$ cat src/rtl/i2cmb_chk_pkg.sv
// i2cmb_chk_pkg: register offsets, CSR bit positions and error-vector layout for the protocol checker
package i2cmb_chk_pkg;
    typedef enum logic [1:0] {
        REG_CSR  = 2'd0,
        REG_DPR  = 2'd1,
        REG_CMDR = 2'd2,
        REG_FSMR = 2'd3
    } reg_off_e;

    localparam int CSR_E  = 7;
    localparam int CSR_IE = 6;
    localparam int CSR_BB = 5;
    localparam int CSR_BC = 4;

    localparam int ERR_WB     = 0;
    localparam int ERR_STABLE = 1;
    localparam int ERR_REG    = 2;
    localparam int ERR_IRQ    = 3;
    localparam int ERR_W      = 4;
endpackage

$ cat src/rtl/i2cmb_protocol_checker_i2c_bus_monitor.sv
// i2c_bus_monitor: synchronizes one I2C bus, tracks busy between START/STOP and flags STOP while idle
module i2c_bus_monitor
    import i2cmb_chk_pkg::*;
(
    input  logic clk,
    input  logic rst,
    input  logic scl,
    input  logic sda,
    output logic busy,
    output logic err,
    output logic viol
);
    logic [1:0] scl_s, sda_s;
    logic scl_q, sda_q, start, stop;

    // scl must be high in both samples, so a simultaneous scl/sda change never counts
    always_comb begin
        start = scl_s[1] && scl_q && sda_q && !sda_s[1];
        stop  = scl_s[1] && scl_q && !sda_q && sda_s[1];
        viol  = stop && !busy;
    end

    always_ff @(posedge clk) begin
        if (!rst) begin
            scl_s <= 2'b11;
            sda_s <= 2'b11;
            scl_q <= 1'b1;
            sda_q <= 1'b1;
            busy  <= 1'b0;
            err   <= 1'b0;
        end else begin
            scl_s <= {scl_s[0], scl};
            sda_s <= {sda_s[0], sda};
            scl_q <= scl_s[1];
            sda_q <= sda_s[1];
            busy  <= start || (busy && !stop);
            err   <= err || viol;
        end
    end
endmodule

$ cat config.mk
export PLATFORM = sky130hd
export DESIGN_NAME = i2c_bus_monitor
export DESIGN_NICKNAME = d
export VERILOG_FILES = /design/src/rtl/i2cmb_chk_pkg.sv /design/src/rtl/i2cmb_protocol_checker_i2c_bus_monitor.sv
export SDC_FILE = /design/constraint.sdc
export NUM_CORES = 1
export LEC_CHECK = 0
export CAP_MARGIN = 10
export CORE_AREA = 4 4 41 43
export DETAILED_ROUTE_END_ITERATION = 10
export DIE_AREA = 0 0 45 47
export DONT_BUFFER_PORTS = 1
export PLACE_DENSITY = 0.4
export SYNTH_ARGS = -nofsm -noshare
export SYNTH_HDL_FRONTEND = slang
export SYNTH_SLANG_ARGS = --single-unit
$ cat constraint.sdc
create_clock -name clk -period 2.1 [get_ports clk]
set_input_delay 0.21 -clock clk [delete_from_list [all_inputs] [get_ports clk]]
set_output_delay 0.21 -clock clk [all_outputs]
set_load 0.02 [all_outputs]
**Word level (Yosys, flattened, before mapping)**

Cells that the tools add are included.

- Reductions and logical operators: 13

Operator list:

| cell | number |
|---|---|
| 1-bit logical AND | 7 |
| 1-bit logical NOT | 4 |
| 1-bit logical OR | 2 |

- Flip-flop bits (word level): 8
- Output and inout bits: 3
- Logic and storage cells: 19
- Input port bits: 4

**Depth between registers and ports, before layout**

- Word-level depth: 6
- Mapped depth: 3

**Worst setup path before layout**

OpenSTA, ideal clock, no wires.

- Path kind: reg-to-reg
- From: register busy
- To: register err
- Period minus slack after synthesis: 0.991 ns
- Path buffers: 0
- Setup slack: 1.109 ns
- Cell stages (with the launch flop): 3
- Arrival: 0.932 ns
- Setup time: 0.059 ns
- Path through: dfxtp_1 > nor3_2 > o21a_1

- Word-level cells in the longest chain between the ends: 3

RTL lines:

| what | line | source |
|---|---|---|
| start, declared | i2cmb_protocol_checker_i2c_bus_monitor.sv:9 | `output logic busy,` |
| start signal, assigned | i2cmb_protocol_checker_i2c_bus_monitor.sv:36 | `busy <= start \|\| (busy && !stop);` |
| 1-bit logical NOT | i2cmb_protocol_checker_i2c_bus_monitor.sv:20 | `viol = stop && !busy;` |
| 1-bit logical AND | i2cmb_protocol_checker_i2c_bus_monitor.sv:20 |  |
| named net viol | i2cmb_protocol_checker_i2c_bus_monitor.sv:11 | `output logic viol` |
| 1-bit logical OR | i2cmb_protocol_checker_i2c_bus_monitor.sv:37 | `err <= err \|\| viol;` |
| end signal, assigned | i2cmb_protocol_checker_i2c_bus_monitor.sv:37 |  |
| end, declared | i2cmb_protocol_checker_i2c_bus_monitor.sv:10 | `output logic err,` |

The timed path passes the listed nets, and every way through them passes these cells.
A chain may end at the register's enable or synchronous reset.

**Worst setup path after layout**

- From: register busy
- To: output port viol

- Word-level cells in the longest chain between the ends: 2

RTL lines:

| what | line |
|---|---|
| 1-bit logical NOT | i2cmb_protocol_checker_i2c_bus_monitor.sv:20 |
| 1-bit logical AND | i2cmb_protocol_checker_i2c_bus_monitor.sv:20 |
| end, declared | i2cmb_protocol_checker_i2c_bus_monitor.sv:11 |

Every way passes these cells.

==> flow_summary.html <==
<table>
<tr><th>Metric</th><th>Value</th></tr>
<tr><th colspan="2">STA</th></tr>
<tr><td>RSZ-0062 raised after global routing</td><td>no</td></tr>
<tr><td>Peak Freq</td><td>765 MHz</td></tr>
<tr><td>Least setup slack across all paths after layout</td><td>794 ps</td></tr>
<tr><td>Final Critical Period</td><td>1310 ps</td></tr>
<tr><td>Sum of negative setup slack</td><td>0 ps</td></tr>
<tr><td>Worst slew margin relative to its limit</td><td>70.1%</td></tr>
<tr><td>Final Max Slew Viols</td><td>0</td></tr>
<tr><td>Actual transition at the worst max-transition pin</td><td>446 ps</td></tr>
<tr><td>Final critical-path share of the clock period</td><td>62.2%</td></tr>
<tr><td>Clock skew</td><td>1.48 ps</td></tr>
<tr><td>Setup-failing EPs final</td><td>0</td></tr>
<tr><td>Number of failing hold endpoints at the final stage</td><td>0</td></tr>
<tr><th colspan="2">Yosys</th></tr>
<tr><td>Number of nets in the synthesized netlist</td><td>25</td></tr>
<tr><td>Sequential area share after synthesis</td><td>64.0%</td></tr>
<tr><td>Top cell type by total area after synthesis</td><td>dfxtp_1</td></tr>
<tr><td>Synth warnings</td><td>0</td></tr>
<tr><td>Ranking of synthesized cells by area</td><td>dfxtp_1 64%, nand2b_1 15%, nand3_2 4.0%</td></tr>
<tr><td>Post-synthesis sequential element count</td><td>8</td></tr>
<tr><td>Fraction of post-synthesis cell area in the top cell type by area</td><td>64.0%</td></tr>
<tr><td>Cells after synthesis</td><td>21</td></tr>
<tr><td>Area of the mapped netlist</td><td>250 sq um</td></tr>
<tr><td>Post-synthesis area per instance</td><td>11.9 sq um</td></tr>
<tr><td>Number of unique standard cell types used by synthesis</td><td>9</td></tr>
<tr><th colspan="2">Setup path</th></tr>
<tr><td>Crit. End Element</td><td>output port</td></tr>
<tr><td>Gate family responsible for the most delay along the worst path</td><td>simple AND/OR/NAND/NOR gates</td></tr>
<tr><td>Required time at the endpoint of the critical path</td><td>1890 ps</td></tr>
<tr><td>Worst path max stage delay</td><td>450 ps</td></tr>
<tr><td>Slowest stage cell on the critical path</td><td>nor3_2</td></tr>
<tr><td>CP Buf/Inv Count</td><td>0</td></tr>
<tr><td>Worst R2R Setup Slack</td><td>1040 ps</td></tr>
<tr><td>Largest fanout on the critical path</td><td>4</td></tr>
<tr><td>Cells traversed along the worst timing path</td><td>nor3_2</td></tr>
<tr><td>Startpoint class of the critical path</td><td>register</td></tr>
<tr><td>Endpoint arrival time on the critical path</td><td>1100 ps</td></tr>
<tr><td>Setup Crit Path Kind</td><td>register to output port</td></tr>
<tr><th colspan="2">Clock network</th></tr>
<tr><td>Resized cells post-CTS</td><td>0</td></tr>
<tr><td>Number of hold buffers added after CTS</td><td>0</td></tr>
<tr><td>Maximum buffer depth of the clock tree</td><td>2</td></tr>
<tr><td>Clk sink count</td><td>8</td></tr>
<tr><td>TritonCTS clock tree</td><td>yes</td></tr>
<tr><td>Buffer type at the clock tree root</td><td>clkbuf_4</td></tr>
<tr><td>Clock latency of the later-clocked register in the worst-skew pair</td><td>250 ps</td></tr>
<tr><td>Setup repair bufs after CTS</td><td>0</td></tr>
<tr><td>Clock edge transition at the registers on the reported setup and hold paths</td><td>50 ps</td></tr>
<tr><td>TritonCTS buffer count</td><td>3</td></tr>
<tr><td>Deepest level of the CTS H-tree</td><td>1</td></tr>
<tr><th colspan="2">Final layout</th></tr>
<tr><td>Fraction of final layout cells with drive strength greater than 1</td><td>20.8%</td></tr>
<tr><td>Number of inserted diodes</td><td>0</td></tr>
<tr><td>Fin area</td><td>292 sq um</td></tr>
<tr><td>Relative area change from synthesis to final layout</td><td>16.5%</td></tr>
<tr><td>Final net count</td><td>30</td></tr>
<tr><th colspan="2">Place</th></tr>
<tr><td>Routability congestion estimate</td><td>0.565</td></tr>
<tr><td>Area after DPL</td><td>269 sq um</td></tr>
<tr><td>Port Buffer Count</td><td>0</td></tr>
<tr><td>Setup Slack @ Placement</td><td>1040 ps</td></tr>
<tr><th colspan="2">Global routing</th></tr>
<tr><td>Wire length of the first global-routing pass</td><td>662 um</td></tr>
<tr><td>Sum of overflow across all layers after global routing</td><td>0</td></tr>
<tr><td>Antenna violations before repair</td><td>0</td></tr>
<tr><td>Via count of the first global-routing pass</td><td>141</td></tr>
<tr><td>Pin count of the biggest net entering global routing</td><td>9</td></tr>
<tr><td>Gr usage total</td><td>5.39%</td></tr>
<tr><th colspan="2">Drt</th></tr>
<tr><td>Routed vias/inst</td><td>3.69</td></tr>
<tr><td>Number of DRC markers after the initial detailed-route iteration</td><td>0</td></tr>
<tr><td>Average routed wire per standard cell</td><td>10.2 um</td></tr>
<tr><td>Number of remaining DRC errors</td><td>0</td></tr>
<tr><td>Antenna viol nets, final</td><td>0</td></tr>
<tr><td>Number of optimization iterations in the first detailed-route pass</td><td>1</td></tr>
<tr><td>Total wirelength of the detailed-routed design</td><td>396 um</td></tr>
<tr><td>Number of vias after detailed routing</td><td>144</td></tr>
<tr><th colspan="2">Floorplanning</th></tr>
<tr><td>Die X</td><td>45 um</td></tr>
<tr><td>Effective utilization at floorplan</td><td>19.2%</td></tr>
<tr><td>Die area</td><td>0.00212 sq mm</td></tr>
<tr><td>Number of rows created at floorplan</td><td>13</td></tr>
<tr><td>Die Y</td><td>47 um</td></tr>
<tr><td>Area of the core</td><td>0.00130 sq mm</td></tr>
<tr><td>IO Count</td><td>7</td></tr>
<tr><th colspan="2">Run</th></tr>
<tr><td>Max Cap Violations</td><td>0</td></tr>
<tr><th colspan="2">Power and ir drop</th></tr>
<tr><td>PD cells</td><td>1000 mW/mm^2</td></tr>
<tr><td>Peak supply drop</td><td>0.330 mV</td></tr>
<tr><td>Static power due to leakage</td><td>0.000117 uW</td></tr>
<tr><th colspan="2">Outcome</th></tr>
<tr><td>Status</td><td>completed</td></tr>
<tr><th colspan="2">Hold path</th></tr>
<tr><td>Worst min-delay path category</td><td>input pin to register</td></tr>
</table>
==> synthesized netlist by cell type <==
cell	instances
a21boi_1	1
and3b_1	1
dfxtp_1	8
nand2_1	1
nand2b_1	6
nand3_2	1
nor3_2	1
o21a_1	1
o21ai_1	1
==> power breakdown <==
part / leakage [uW] / internal (uW) / total, uW / switching (uW)
clock: 0.0000138 / 65.3 / 117 / 51.3
combinational: 0.0000373 / 5.90 / 9.88 / 3.98
sequential: 0.0000659 / 159 / 165 / 6.44
total: 0.000117 / 230 / 292 / 61.7
==> final cells by class <==
cell class                 count  area, sq um
fill                         150         1010
sequential                     8          160
tap                           15         18.8
clock buffer                   3         22.5
multi-input combinational     13         90.1
==> flip-flops by register name, indices dropped and copies added, names as in the netlist <==
name,flops
scl_q,1
scl_s,2
sda_s,2
busy,1
err,1
sda_q,1
==> worst paths after layout <==
kind         cells past startpoint                start                  end
min reg2reg                      1  sda_s[0]$_SDFF_PN1_  sda_s[1]$_SDFF_PN1_
max reg2reg                      2      busy$_SDFF_PN0_       err$_SDFF_PN0_
min                              1                  rst  scl_s[1]$_SDFF_PN1_
max                              1      busy$_SDFF_PN0_                 viol
==> per-stage QoR <==
| stage | hold WS [ps] | std cells | power, uW | util [%] |
|---|---|---|---|---|
| detailed placement | 287 | 36 | 179 | 20.7 |
| global placement | 284 | 36 | 178 | 20.7 |
| CTS | 16.1 | 39 | 301 | 22.4 |
| finish | 26.8 | 39 | 292 | 22.4 |
| floorplan | 283 | 21 | 177 | - |
| global route | 9.78 | 39 | 314 | 22.4 |
==> layout by cell type (no fill, tap or decap), drive strengths merged <==
master and n:
a21boi 1, and3b 1, clkbuf 3, dfxtp 8, nand2 1, nand2b 6, nand3 1, nor3 1
o21a 1, o21ai 1
==> routing by layer <==
layer / global-route usage (%) / vias to the layer above / share of wire, %
met5: 0 / - / 0
met4: 3.51 / 0 / 0
met3: 7.66 / 0 / 19
met2: 5.65 / 10 / 39
met1: 5.05 / 59 / 42
li1: - / 75 / -
==> cells by family after synthesis <==
| group | synth area share, % |
|---|---|
| flip-flops | 64.0 |
| AO/OA/AOI/OAI | 8.00 |
| AND/OR/NAND/NOR | 28.0 |
(Power assumes the default switching activity.)
